[src/rtl/capture_frame_packer_pkg.sv]
// ============================================================================
// Module   : capture_pkg
// Brief    : Shared types, word field offsets and sample sign extension
//            for the capture frame packer.
// Revision : 1.0 - initial release
// ============================================================================
`default_nettype none

package capture_pkg;

    typedef enum logic [1:0] {
        IDLE    = 2'd0,
        CAPTURE = 2'd1,
        DONE    = 2'd2
    } cap_state_t;

    localparam int A0_HI = 63;
    localparam int B0_HI = 47;
    localparam int A1_HI = 31;
    localparam int B1_HI = 15;

    // msb is the sign bit position of the zero-padded input sample.
    function automatic logic [15:0] sext16(input logic [15:0] s, input logic [3:0] msb);
        logic [15:0] keep_mask;
        keep_mask = ~(16'hFFFE << msb);
        return s[msb] ? (s | ~keep_mask) : (s & keep_mask);
    endfunction

endpackage

`default_nettype wire

[src/rtl/capture_frame_packer_if.sv]
// ============================================================================
// Module   : capture_frame_packer_if
// Brief    : Sample input bus and capture-buffer write bus of the packer.
// Revision : 1.0 - initial release
// ============================================================================
`default_nettype none

interface capture_frame_packer_if #(
    parameter int ADC_DATA_WIDTH = 14,
    parameter int ADDR_WIDTH     = 11
);
    logic [ADC_DATA_WIDTH-1:0] sample_a_i;
    logic [ADC_DATA_WIDTH-1:0] sample_b_i;
    logic                      sample_valid_i;
    logic [63:0]               word_o;
    logic                      word_valid_o;
    logic [ADDR_WIDTH-1:0]     waddr_o;

    modport master (
        input  sample_a_i,
        input  sample_b_i,
        input  sample_valid_i,
        output word_o,
        output word_valid_o,
        output waddr_o
    );

    modport slave (
        output sample_a_i,
        output sample_b_i,
        output sample_valid_i,
        input  word_o,
        input  word_valid_o,
        input  waddr_o
    );
endinterface

`default_nettype wire

[src/rtl/capture_frame_packer_decimator.sv]
// ============================================================================
// Module   : sample_decimator
// Brief    : Keeps one of every (code+1) valid samples; code latched on clear.
// Revision : 1.0 - initial release
// ============================================================================
`default_nettype none

module sample_decimator #(
    parameter int DEC_WIDTH = 22
) (
    input  wire logic                 clk,
    input  wire logic                 rst_i,
    input  wire logic                 clear,
    input  wire logic [DEC_WIDTH-1:0] code,
    input  wire logic                 valid_i,
    output logic                      keep_o
);

    logic [DEC_WIDTH-1:0] r_code;
    logic [DEC_WIDTH-1:0] r_cnt;

    // Wrapping on equality rather than on overflow keeps the all-ones code safe.
    always_ff @(posedge clk) begin
        if (rst_i) begin
            r_code <= '0;
            r_cnt  <= '0;
        end else if (clear) begin
            r_code <= code;
            r_cnt  <= '0;
        end else if (valid_i) begin
            r_cnt <= (r_cnt == r_code) ? '0 : r_cnt + DEC_WIDTH'(1);
        end
    end

    assign keep_o = valid_i && (r_cnt == '0);

endmodule

`default_nettype wire

[src/rtl/capture_frame_packer.sv]
// ============================================================================
// Module   : capture_frame_packer
// Brief    : Decimates paired ADC samples and packs them into one frame of
//            64-bit capture words with sequential buffer addresses.
// Revision : 1.0 - initial release
// ============================================================================
`default_nettype none

module capture_frame_packer
    import capture_pkg::*;
#(
    parameter int ADC_DATA_WIDTH = 14,
    parameter int DEC_WIDTH      = 22,
    parameter int ADDR_WIDTH     = 11,
    parameter int FRAME_WORDS    = 2048
) (
    input  wire logic                  clk,
    input  wire logic                  rst_i,
    input  wire logic                  enable_i,
    input  wire logic [DEC_WIDTH-1:0]  decimation_code_i,
    capture_frame_packer_if.master     bus,
    output logic [ADDR_WIDTH:0]        word_count_o,
    output logic                       busy_o,
    output logic                       done_o
);

    localparam logic [ADDR_WIDTH-1:0] c_LAST_ADDR = ADDR_WIDTH'(FRAME_WORDS - 1);
    localparam logic [3:0]            c_SIGN_MSB  = 4'(ADC_DATA_WIDTH - 1);

    cap_state_t             r_state;
    cap_state_t             w_next_state;
    logic                   r_en_d;
    logic                   r_half;
    logic [31:0]            r_hi;
    logic [63:0]            r_word;
    logic                   r_wvalid;
    logic [ADDR_WIDTH-1:0]  r_waddr;
    logic [ADDR_WIDTH-1:0]  r_index;
    logic [ADDR_WIDTH:0]    r_count;

    logic                   w_rise;
    logic                   w_arm;
    logic                   w_take;
    logic                   w_keep;
    logic                   w_last_strobe;
    logic [15:0]            w_a16;
    logic [15:0]            w_b16;

    assign w_rise        = enable_i && !r_en_d;
    assign w_arm         = (r_state == IDLE) && w_rise;
    assign w_take        = (r_state == CAPTURE) && enable_i && bus.sample_valid_i;
    assign w_last_strobe = r_wvalid && (r_waddr == c_LAST_ADDR);
    assign w_a16         = sext16(16'(bus.sample_a_i), c_SIGN_MSB);
    assign w_b16         = sext16(16'(bus.sample_b_i), c_SIGN_MSB);

    sample_decimator #(
        .DEC_WIDTH (DEC_WIDTH)
    ) u_decimator (
        .clk     (clk),
        .rst_i   (rst_i),
        .clear   (w_arm),
        .code    (decimation_code_i),
        .valid_i (w_take),
        .keep_o  (w_keep)
    );

    always_ff @(posedge clk) begin
        if (rst_i) begin
            r_state <= IDLE;
        end else begin
            r_state <= w_next_state;
        end
    end

    // The frame ends in the cycle its final strobe is presented, so status
    // outputs follow one cycle after that strobe.
    always_comb begin
        w_next_state = r_state;
        case (r_state)
            IDLE: begin
                if (w_rise) begin
                    w_next_state = CAPTURE;
                end
            end
            CAPTURE: begin
                if (!enable_i) begin
                    w_next_state = IDLE;
                end else if (w_last_strobe) begin
                    w_next_state = DONE;
                end
            end
            DONE: begin
                if (!enable_i) begin
                    w_next_state = IDLE;
                end
            end
            default: w_next_state = IDLE;
        endcase
    end

    always_ff @(posedge clk) begin
        if (rst_i) begin
            r_en_d   <= 1'b0;
            r_half   <= 1'b0;
            r_hi     <= '0;
            r_word   <= '0;
            r_wvalid <= 1'b0;
            r_waddr  <= '0;
            r_index  <= '0;
            r_count  <= '0;
        end else begin
            r_en_d   <= enable_i;
            r_wvalid <= 1'b0;
            if (w_arm) begin
                r_half  <= 1'b0;
                r_index <= '0;
                r_count <= '0;
            end else if (w_keep) begin
                if (!r_half) begin
                    r_hi   <= {w_a16, w_b16};
                    r_half <= 1'b1;
                end else begin
                    r_word[A0_HI -: 16] <= r_hi[31:16];
                    r_word[B0_HI -: 16] <= r_hi[15:0];
                    r_word[A1_HI -: 16] <= w_a16;
                    r_word[B1_HI -: 16] <= w_b16;
                    r_wvalid <= 1'b1;
                    r_waddr  <= r_index;
                    r_index  <= r_index + ADDR_WIDTH'(1);
                    r_count  <= r_count + (ADDR_WIDTH+1)'(1);
                    r_half   <= 1'b0;
                end
            end
        end
    end

    assign bus.word_o       = r_word;
    assign bus.word_valid_o = r_wvalid;
    assign bus.waddr_o      = r_waddr;
    assign word_count_o     = r_count;
    assign busy_o           = (r_state == CAPTURE);
    assign done_o           = (r_state == DONE);

endmodule

`default_nettype wire

[src/flat_wrapper.sv]
// flat-port wrapper written by rule: the top's interface ports become plain ports
module capture_frame_packer_flat import capture_pkg::*;
#(
    parameter int ADC_DATA_WIDTH = 14,
    parameter int DEC_WIDTH      = 22,
    parameter int ADDR_WIDTH     = 11,
    parameter int FRAME_WORDS    = 2048
)
  (clk, rst_i, enable_i, decimation_code_i, word_count_o, busy_o, done_o, bus_sample_a_i, bus_sample_b_i, bus_sample_valid_i, bus_word_o, bus_word_valid_o, bus_waddr_o);
  capture_frame_packer_if #(.ADC_DATA_WIDTH(ADC_DATA_WIDTH), .ADDR_WIDTH(ADDR_WIDTH)) bus_i ();
  input  wire logic clk;
  input  wire logic rst_i;
  input  wire logic enable_i;
  input  wire logic [DEC_WIDTH-1:0] decimation_code_i;
  output logic [ADDR_WIDTH:0] word_count_o;
  output logic busy_o;
  output logic done_o;
  input wire logic [$bits(bus_i.sample_a_i)-1:0] bus_sample_a_i;
  input wire logic [$bits(bus_i.sample_b_i)-1:0] bus_sample_b_i;
  input wire logic [$bits(bus_i.sample_valid_i)-1:0] bus_sample_valid_i;
  output wire logic [$bits(bus_i.word_o)-1:0] bus_word_o;
  output wire logic [$bits(bus_i.word_valid_o)-1:0] bus_word_valid_o;
  output wire logic [$bits(bus_i.waddr_o)-1:0] bus_waddr_o;
  assign bus_i.sample_a_i = bus_sample_a_i;
  assign bus_i.sample_b_i = bus_sample_b_i;
  assign bus_i.sample_valid_i = bus_sample_valid_i;
  assign bus_word_o = bus_i.word_o;
  assign bus_word_valid_o = bus_i.word_valid_o;
  assign bus_waddr_o = bus_i.waddr_o;
  capture_frame_packer #(.ADC_DATA_WIDTH(ADC_DATA_WIDTH), .DEC_WIDTH(DEC_WIDTH), .ADDR_WIDTH(ADDR_WIDTH), .FRAME_WORDS(FRAME_WORDS)) u_core (.clk(clk), .rst_i(rst_i), .enable_i(enable_i), .decimation_code_i(decimation_code_i), .bus(bus_i), .word_count_o(word_count_o), .busy_o(busy_o), .done_o(done_o));
endmodule
[config.mk]
export PLATFORM = sky130hd
export DESIGN_NAME = capture_frame_packer_flat
export DESIGN_NICKNAME = d
export VERILOG_FILES = /design/src/rtl/capture_frame_packer_pkg.sv /design/src/rtl/capture_frame_packer_if.sv /design/src/rtl/capture_frame_packer_decimator.sv /design/src/rtl/capture_frame_packer.sv /design/src/flat_wrapper.sv
export SDC_FILE = /design/constraint.sdc
export NUM_CORES = 1
export LEC_CHECK = 0
export ABC_CLOCK_PERIOD_IN_PS = 2900
export BUFFER_PORTS_ARGS = -buffer_cell sky130_fd_sc_hd__clkbuf_2
export CAP_MARGIN = 5
export CORE_ASPECT_RATIO = 1.5
export CORE_MARGIN = 1
export CORE_UTILIZATION = 50
export CTS_BUF_LIST = sky130_fd_sc_hd__clkbuf_2 sky130_fd_sc_hd__clkbuf_4 sky130_fd_sc_hd__clkbuf_8
export CTS_CLUSTER_SIZE = 20
export DETAILED_ROUTE_END_ITERATION = 10
export PLACE_DENSITY = 0.74
export REMOVE_ABC_BUFFERS = 1
export SYNTH_ARGS = -nofsm -noshare
export SYNTH_HDL_FRONTEND = slang
export SYNTH_SLANG_ARGS = --single-unit
[constraint.sdc]
create_clock -name clk -period 2.9 [get_ports clk]
set_input_delay 0.29 -clock clk [delete_from_list [all_inputs] [get_ports clk]]
set_output_delay 0.29 -clock clk [all_outputs]
set_load 0.1 [all_outputs]
# Word-level counts from Yosys, hierarchy flattened
# Cells that the tools add are included.
# classes
reduce_logical	15
n_eq_ne	7
mux	10
bitwise	3
n_addsub	3
# op_table
operator	count
$mux W16	2
$add A22 B1 Y22 const B	1
$eq A22 B22 Y1	1
$logic_not A22 Y1	1
$mux W22	1
$add A12 B1 Y12 const B	1
$add A11 B1 Y11 const B	1
$eq A11 B11 Y1 const B	1
$reduce_and A3 Y1	3
$mux W2	4
$logic_and A1 B1 Y1	6
$pmux W2 S3	1
$ne A3 B2 Y1 const B	1
$not A1 Y1	3
$reduce_or A3 Y1	1
$eq A2 B1 Y1 const B	1
$eq A2 B2 Y1 const B	1
$logic_not A2 Y1	1
$mux W1	2
$ne A2 B1 Y1 const B	1
$ne A2 B2 Y1 const B	1
$reduce_and A2 Y1	1
$reduce_or A2 Y1	1
$logic_not A1 Y1	1
# word_totals
elab_cells	49
inputBits	54
reg_bits	179

# Logic depth before layout (Yosys ltp)
# depth
word_depth	6
ltp_mapped	10

# Modules after synthesis
# Synthesis repeated with hierarchy kept, for this count alone.
# hier_totals
cells_unflattened	786
hier_area_um2	6921.6
# modules_own_cells
mod	instances	seq_area_each_um2	cells_each	area_per_inst_um2
capture_frame_packer	1	2462.4	564	4748.3
sample_decimator	1	880.8	222	2173.3

# Worst setup path before layout
# Ideal clock, no wire load.
# synth_path
path_kind	reg2reg
start	register u_core.r_count[2], in the netlist u_core.word_count_o[2]
end	register u_core.r_count[11], in the netlist u_core.word_count_o[11]
path_stages_with_launch	5
t_arrival_ps	2137
slack_ps	693
required_ps	2830
n_path_buf	0
synth_period_minus_slack_ps	2207
setup_time_ps	70
path_cell_list	dfxtp_1 > and3_1 > nand3_1 > or4_1 > a21oi_1
# synth_via
elab_chain_cells	1
# synth_lines
element	line	source
from (decl)	capture_frame_packer.sv:39	logic [ADDR_WIDTH:0] r_count;
from (signal assigned)	capture_frame_packer.sv:130	r_count <= r_count + (ADDR_WIDTH+1)'(1);
$add A12 B1 Y12	capture_frame_packer.sv:130	
# Every way passes these cells.
# A chain may end at the register's enable or synchronous reset.

# Worst setup path in the final report
# layout_path
start	register u_core.u_decimator.r_cnt[0]
end	register u_core.r_index[2]
# layout_via
elab_chain_cells	3
# layout_lines
element	line	source
from (decl)	capture_frame_packer_decimator.sv:20	logic [DEC_WIDTH-1:0] r_cnt;
from (signal assigned)	capture_frame_packer_decimator.sv:31	r_cnt <= (r_cnt == r_code) ? '0 : r_cnt + DEC_WIDTH'(1);
$logic_not A22 Y1	capture_frame_packer_decimator.sv:35	assign keep_o = valid_i && (r_cnt == '0);
$logic_and A1 B1 Y1	capture_frame_packer_decimator.sv:35	
$reduce_and A2 Y1 (no line)	n/a	
to (signal assigned)	capture_frame_packer.sv:129	r_index <= r_index + ADDR_WIDTH'(1);
to (decl)	capture_frame_packer.sv:38	logic [ADDR_WIDTH-1:0] r_index;
# Every way passes these cells.

==> impl_summary.md <==
Critical path
The number of cells on the worst reg-to-reg path is 8. The worst setup path is captured at a register. The critical path's slowest cell is sky130_fd_sc_hd__buf_4. The count of buffer and inverter cells on the critical path is 2. The kind of start point of the critical path is a register. In this run the critical register-to-register path is launched from u_core.u_decimator.r_cnt[0]. In this run the number of cells on the critical path is 8. Data arrives at the worst endpoint at 2850 ps. The flop-to-flop setup slack is 430 ps. In this design, the critical path's most frequently occurring cell is sky130_fd_sc_hd__nor3b_1. The critical path goes through inv_1 > ha_1 > nor3b_1 > and3_1 > nand3_4 > buf_4 > nor3b_1 > o21a_1. The cell family contributing the most delay on the critical path is simple AND/OR/NAND/NOR gates. The worst register-to-register path ends at u_core.r_index[2].

Data on the critical path is required at its endpoint by 3280 ps. The largest single stage delay on the critical path is 420 ps. The critical-path maximum fanout is 54. By startpoint and endpoint, the worst setup path is classified as register to register.

Synthesis
After synthesis, the largest area contributor takes up 49.9% of total cell area. For this run, the number of Yosys warnings is 0. By area the synthesized netlist is led by sky130_fd_sc_hd__dfxtp_1, sky130_fd_sc_hd__nand2_1, sky130_fd_sc_hd__a21oi_1. The number of unique standard cell types used by synthesis is 42. The mapped netlist covers 6700 um2.

Summing the areas of all xor and xnor instances in the mapped netlist gives 6.54% of the synthesized area. The flip-flop cell with the highest count after synthesis is sky130_fd_sc_hd__dfxtp_1. The simple logic cell fraction of the synthesized area is 26.5%. After synthesis, the largest family of logic cells by area is simple AND/OR/NAND/NOR gates. The synthesized design contains 0 enable-type register cells. The post-synthesis cell count is 826.

The post-synthesis async set-or-reset flop share is 0%. The compound-gate portion of the synthesized area is 11.6%. The largest total area in the synthesized netlist belongs to sky130_fd_sc_hd__dfxtp_1. Sequential elements use 49.9% of the synthesized area.

Of the post-synthesis cell area, the part taken by muxes is 0%. The fraction of the mapped netlist area in adder cells is 0.747%. Each instance of the synthesized netlist takes up on average 8.11 um2. The flip-flop and latch count after synthesis is 167.

Routing
After detailed routing, the number of vias per cell comes to 5.22. For this run, design rule violations remaining after detail routing come to 0. The average routed wire per standard cell is 13.8 um. In this run the remaining antenna-violating nets after routing total 0. The number of detailed-routing iterations run before antenna repair is 4. The count of vias placed by the detailed router is 5830. The count of routing violations after the opening detailed-route iteration is 297. Summed over all layers, the routed wires come to 15.4 mm.

Floorplanning
The floorplan has 51 rows. The floorplan step defined a die boundary enclosing 13900 um2. The top-level I/O count is 144. The effective utilization at floorplan is 51.5%. The core region is 13000 um2. The die extent in x is 96.5 um. The die span in y is 144 um.

Min path
The worst hold path begins at decimation_code_i[19]. For hold timing, the worst endpoint is u_core.u_decimator.r_code[19]. The number of cells on the worst hold path is 3. The tightest min-delay check is of the primary input to register type.

Pwr
The net load switching power is 1.03 mW. The internal portion of total power is 3.20 mW. Per report_power, the combinational group accounts for 4.6% of the total.

Dividing total power by cell area gives a power density of 535 nW/um2. The overall power of the completed layout is 4.23 mW. In this run, flip-flops and latches consume 55.3% of the power. The static power due to leakage is 3.06 nW.

The proportion of power drawn by the clock network is 40.1%. The peak ir drop on the vdd network is 402 uV. The switching share of power is 24.3%.

Layout
The library cell used most frequently in the layout, excluding fill and tap cells, is sky130_fd_sc_hd__nand2_1. The proportion of layout cells with a drive suffix above 1 is 21.3%. The number of antenna cells inserted is 0. The number of nets in the finished design is 1002. The area added between synthesis and finish is 17.9%. In the layout the commonest cells are sky130_fd_sc_hd__nand2_1, sky130_fd_sc_hd__dfxtp_1, sky130_fd_sc_hd__clkbuf_2. Summing all non-filler instances in the final layout gives an area of 7900 um2.

STA
Headroom to the max-slew limit came out at 38.5%. Setup repair after global routing left no endpoint under its margin. The post-layout worst setup margin is 427 ps. The final period utilization is 85.3%. The number of max-slew violations in the final report is 0.

The highest clock frequency the design can meet is 404 MHz. The final worst clock skew is 15.0 ps. The number of endpoints failing setup at the final stage is 0.

The final hold violation count came to 0. For the finished layout, the period the worst path requires is 2470 ps. For the pin with the worst max-slew slack, the measured transition is 923 ps.

Clocking
The post-cts sizing count is 0. The cell at the root of the clock tree is sky130_fd_sc_hd__clkbuf_8. The clock tree from TritonCTS is built. The post-CTS setup repair buffer count is 0. The H-tree level count is 4. The clock transition time at the flip-flop clock pins of the worst setup and hold paths is 90 ps. CTS saw 167 sinks.

No sink is reached through more buffers than the 2 on the longest clock path. The number of hold buffers added after CTS was 0. Buffers inserted during clock tree synthesis total 17. The clock latency on the worst-skew pair is 440 ps.

Placement
In this run the cell area measured after placement is 7490 um2. In this run the tool buffered the top-level ports with 143 buffer cells. The detailed placer's ending HPWL is 10.6 mm. At the end of routability-driven placement, the weighted congestion stood at 0.810. The post-placement worst setup slack is 453 ps.

Flow run
The count of maximum capacitance violations is 0.

Global routing
The number of global-route vias before repair is 5367. The total grt overflow is 0. The total routing resource utilization after global routing is 23.0%.

The number of antenna violations at the first check in global routing was 0. The first global-routing pass estimated 24.8 mm of wire. Entering global routing, the biggest net connects 62 pins.

Run status
The flow ran to the end, and the final reports show no timing, DRC or antenna violations.
## stage by stage
step	hold WS [ps]	util, %	setup TNS [ps]	std cells
global placement	437	57.5	0	1084
detailed placement	443	57.5	0	1084
finish	61.8	60.7	0	1116
floorplan	359	-	-15840	768
CTS	40.8	60.7	0	1116
global route	43.8	60.7	0	1116
## worst reg2reg max path, delay by kind of cell, from the launching register on
kind,cells,cell delay (ps)
flip-flops,1,370
buffers and inverters,2,520
AND/OR/NAND/NOR,4,1250
AO/OA/AOI/OAI,1,130
adder cells (fa/ha/maj),1,150
## worst max path at each step
stage / startpoint / endpoint / slack [ps]
global route: u_core.u_decimator.r_cnt[0] / u_core.r_index[2] / 160
finish: u_core.u_decimator.r_cnt[0] / u_core.r_index[2] / 430
detailed placement: u_core.u_decimator.r_cnt[0] / u_core.r_index[4] / 450
global placement: u_core.u_decimator.r_cnt[0] / u_core.r_index[3] / 490
CTS: u_core.u_decimator.r_cnt[0] / u_core.r_index[4] / 400
floorplan: u_core.u_decimator.r_cnt[0] / u_core.word_count_o[4] / -720
## registers in the layout, indices dropped and copies added, names as in the netlist
name	flops
u_core.u_decimator.r_code	22
u_core.r_hi	28
u_core.word_count_o	12
u_core.r_state	2
u_core.bus.word_o	56
u_core.bus.word_valid_o	1
u_core.r_index	11
u_core.r_half	1
u_core.bus.waddr_o	11
u_core.r_en_d	1
u_core.u_decimator.r_cnt	22
## power by group through the flow
stage               sequential, mW  combinational (mW)  clock, mW
floorplan                     2.39              0.0836          0
global placement              2.39               0.194          0
detailed placement            2.39               0.195          0
CTS                           2.34               0.196       1.74
global route                  2.34               0.216       1.83
finish                        2.34               0.194       1.69
## area by class of cell
| cell class | instances | area [um2] |
|---|---|---|
| flip-flops and latches | 167 | 3340 |
| clock inverters | 14 | 164 |
| inverters | 6 | 22.5 |
| well taps | 159 | 199 |
| repair buffers | 157 | 848 |
| clock buffers | 18 | 248 |
| multi-input cells | 595 | 3080 |
| fillers | 1212 | 5120 |
## logic make-up (layout without fill, tap and decap cells)
| group | Yosys count | in the layout |
|---|---|---|
| compound gates | 151 | 151 |
| xor+xnor | 50 | 50 |
| fa+ha+maj | 4 | 4 |
| buf+inv | 64 | 195 |
| flops | 167 | 167 |
| simple gates | 390 | 390 |
## routing by layer
metal | GRT usage, % | up-vias | routed length, um
met5 | 0 | - | 0
met4 | 9.29 | 0 | 357
met3 | 6.40 | 22 | 844
met2 | 39.1 | 129 | 7940
met1 | 26.7 | 2701 | 6270
li1 | - | 2978 | -
## synthesized netlist by cell type (2+ instances only)
cell / n
sky130_fd_sc_hd__buf_2: 14
sky130_fd_sc_hd__nor3_1: 5
sky130_fd_sc_hd__nor4_2: 2
sky130_fd_sc_hd__xnor2_1: 16
sky130_fd_sc_hd__clkbuf_1: 32
sky130_fd_sc_hd__o21ai_0: 7
sky130_fd_sc_hd__nor3b_1: 2
sky130_fd_sc_hd__nand3_1: 20
sky130_fd_sc_hd__or4_1: 6
sky130_fd_sc_hd__or3_1: 5
sky130_fd_sc_hd__nor2_1: 40
sky130_fd_sc_hd__dfxtp_1: 167
sky130_fd_sc_hd__and3_1: 8
sky130_fd_sc_hd__inv_1: 6
sky130_fd_sc_hd__nand2b_1: 3
sky130_fd_sc_hd__nor4_4: 2
sky130_fd_sc_hd__nand4_1: 13
sky130_fd_sc_hd__and2_1: 2
sky130_fd_sc_hd__a21oi_1: 135
sky130_fd_sc_hd__xor2_1: 34
sky130_fd_sc_hd__nand2_1: 258
sky130_fd_sc_hd__ha_1: 4
sky130_fd_sc_hd__buf_6: 3
sky130_fd_sc_hd__o31ai_1: 6
sky130_fd_sc_hd__and4_1: 3
sky130_fd_sc_hd__buf_4: 9
sky130_fd_sc_hd__nor4_1: 8
sky130_fd_sc_hd__nor4b_1: 2
(Power assumes the default switching activity.)
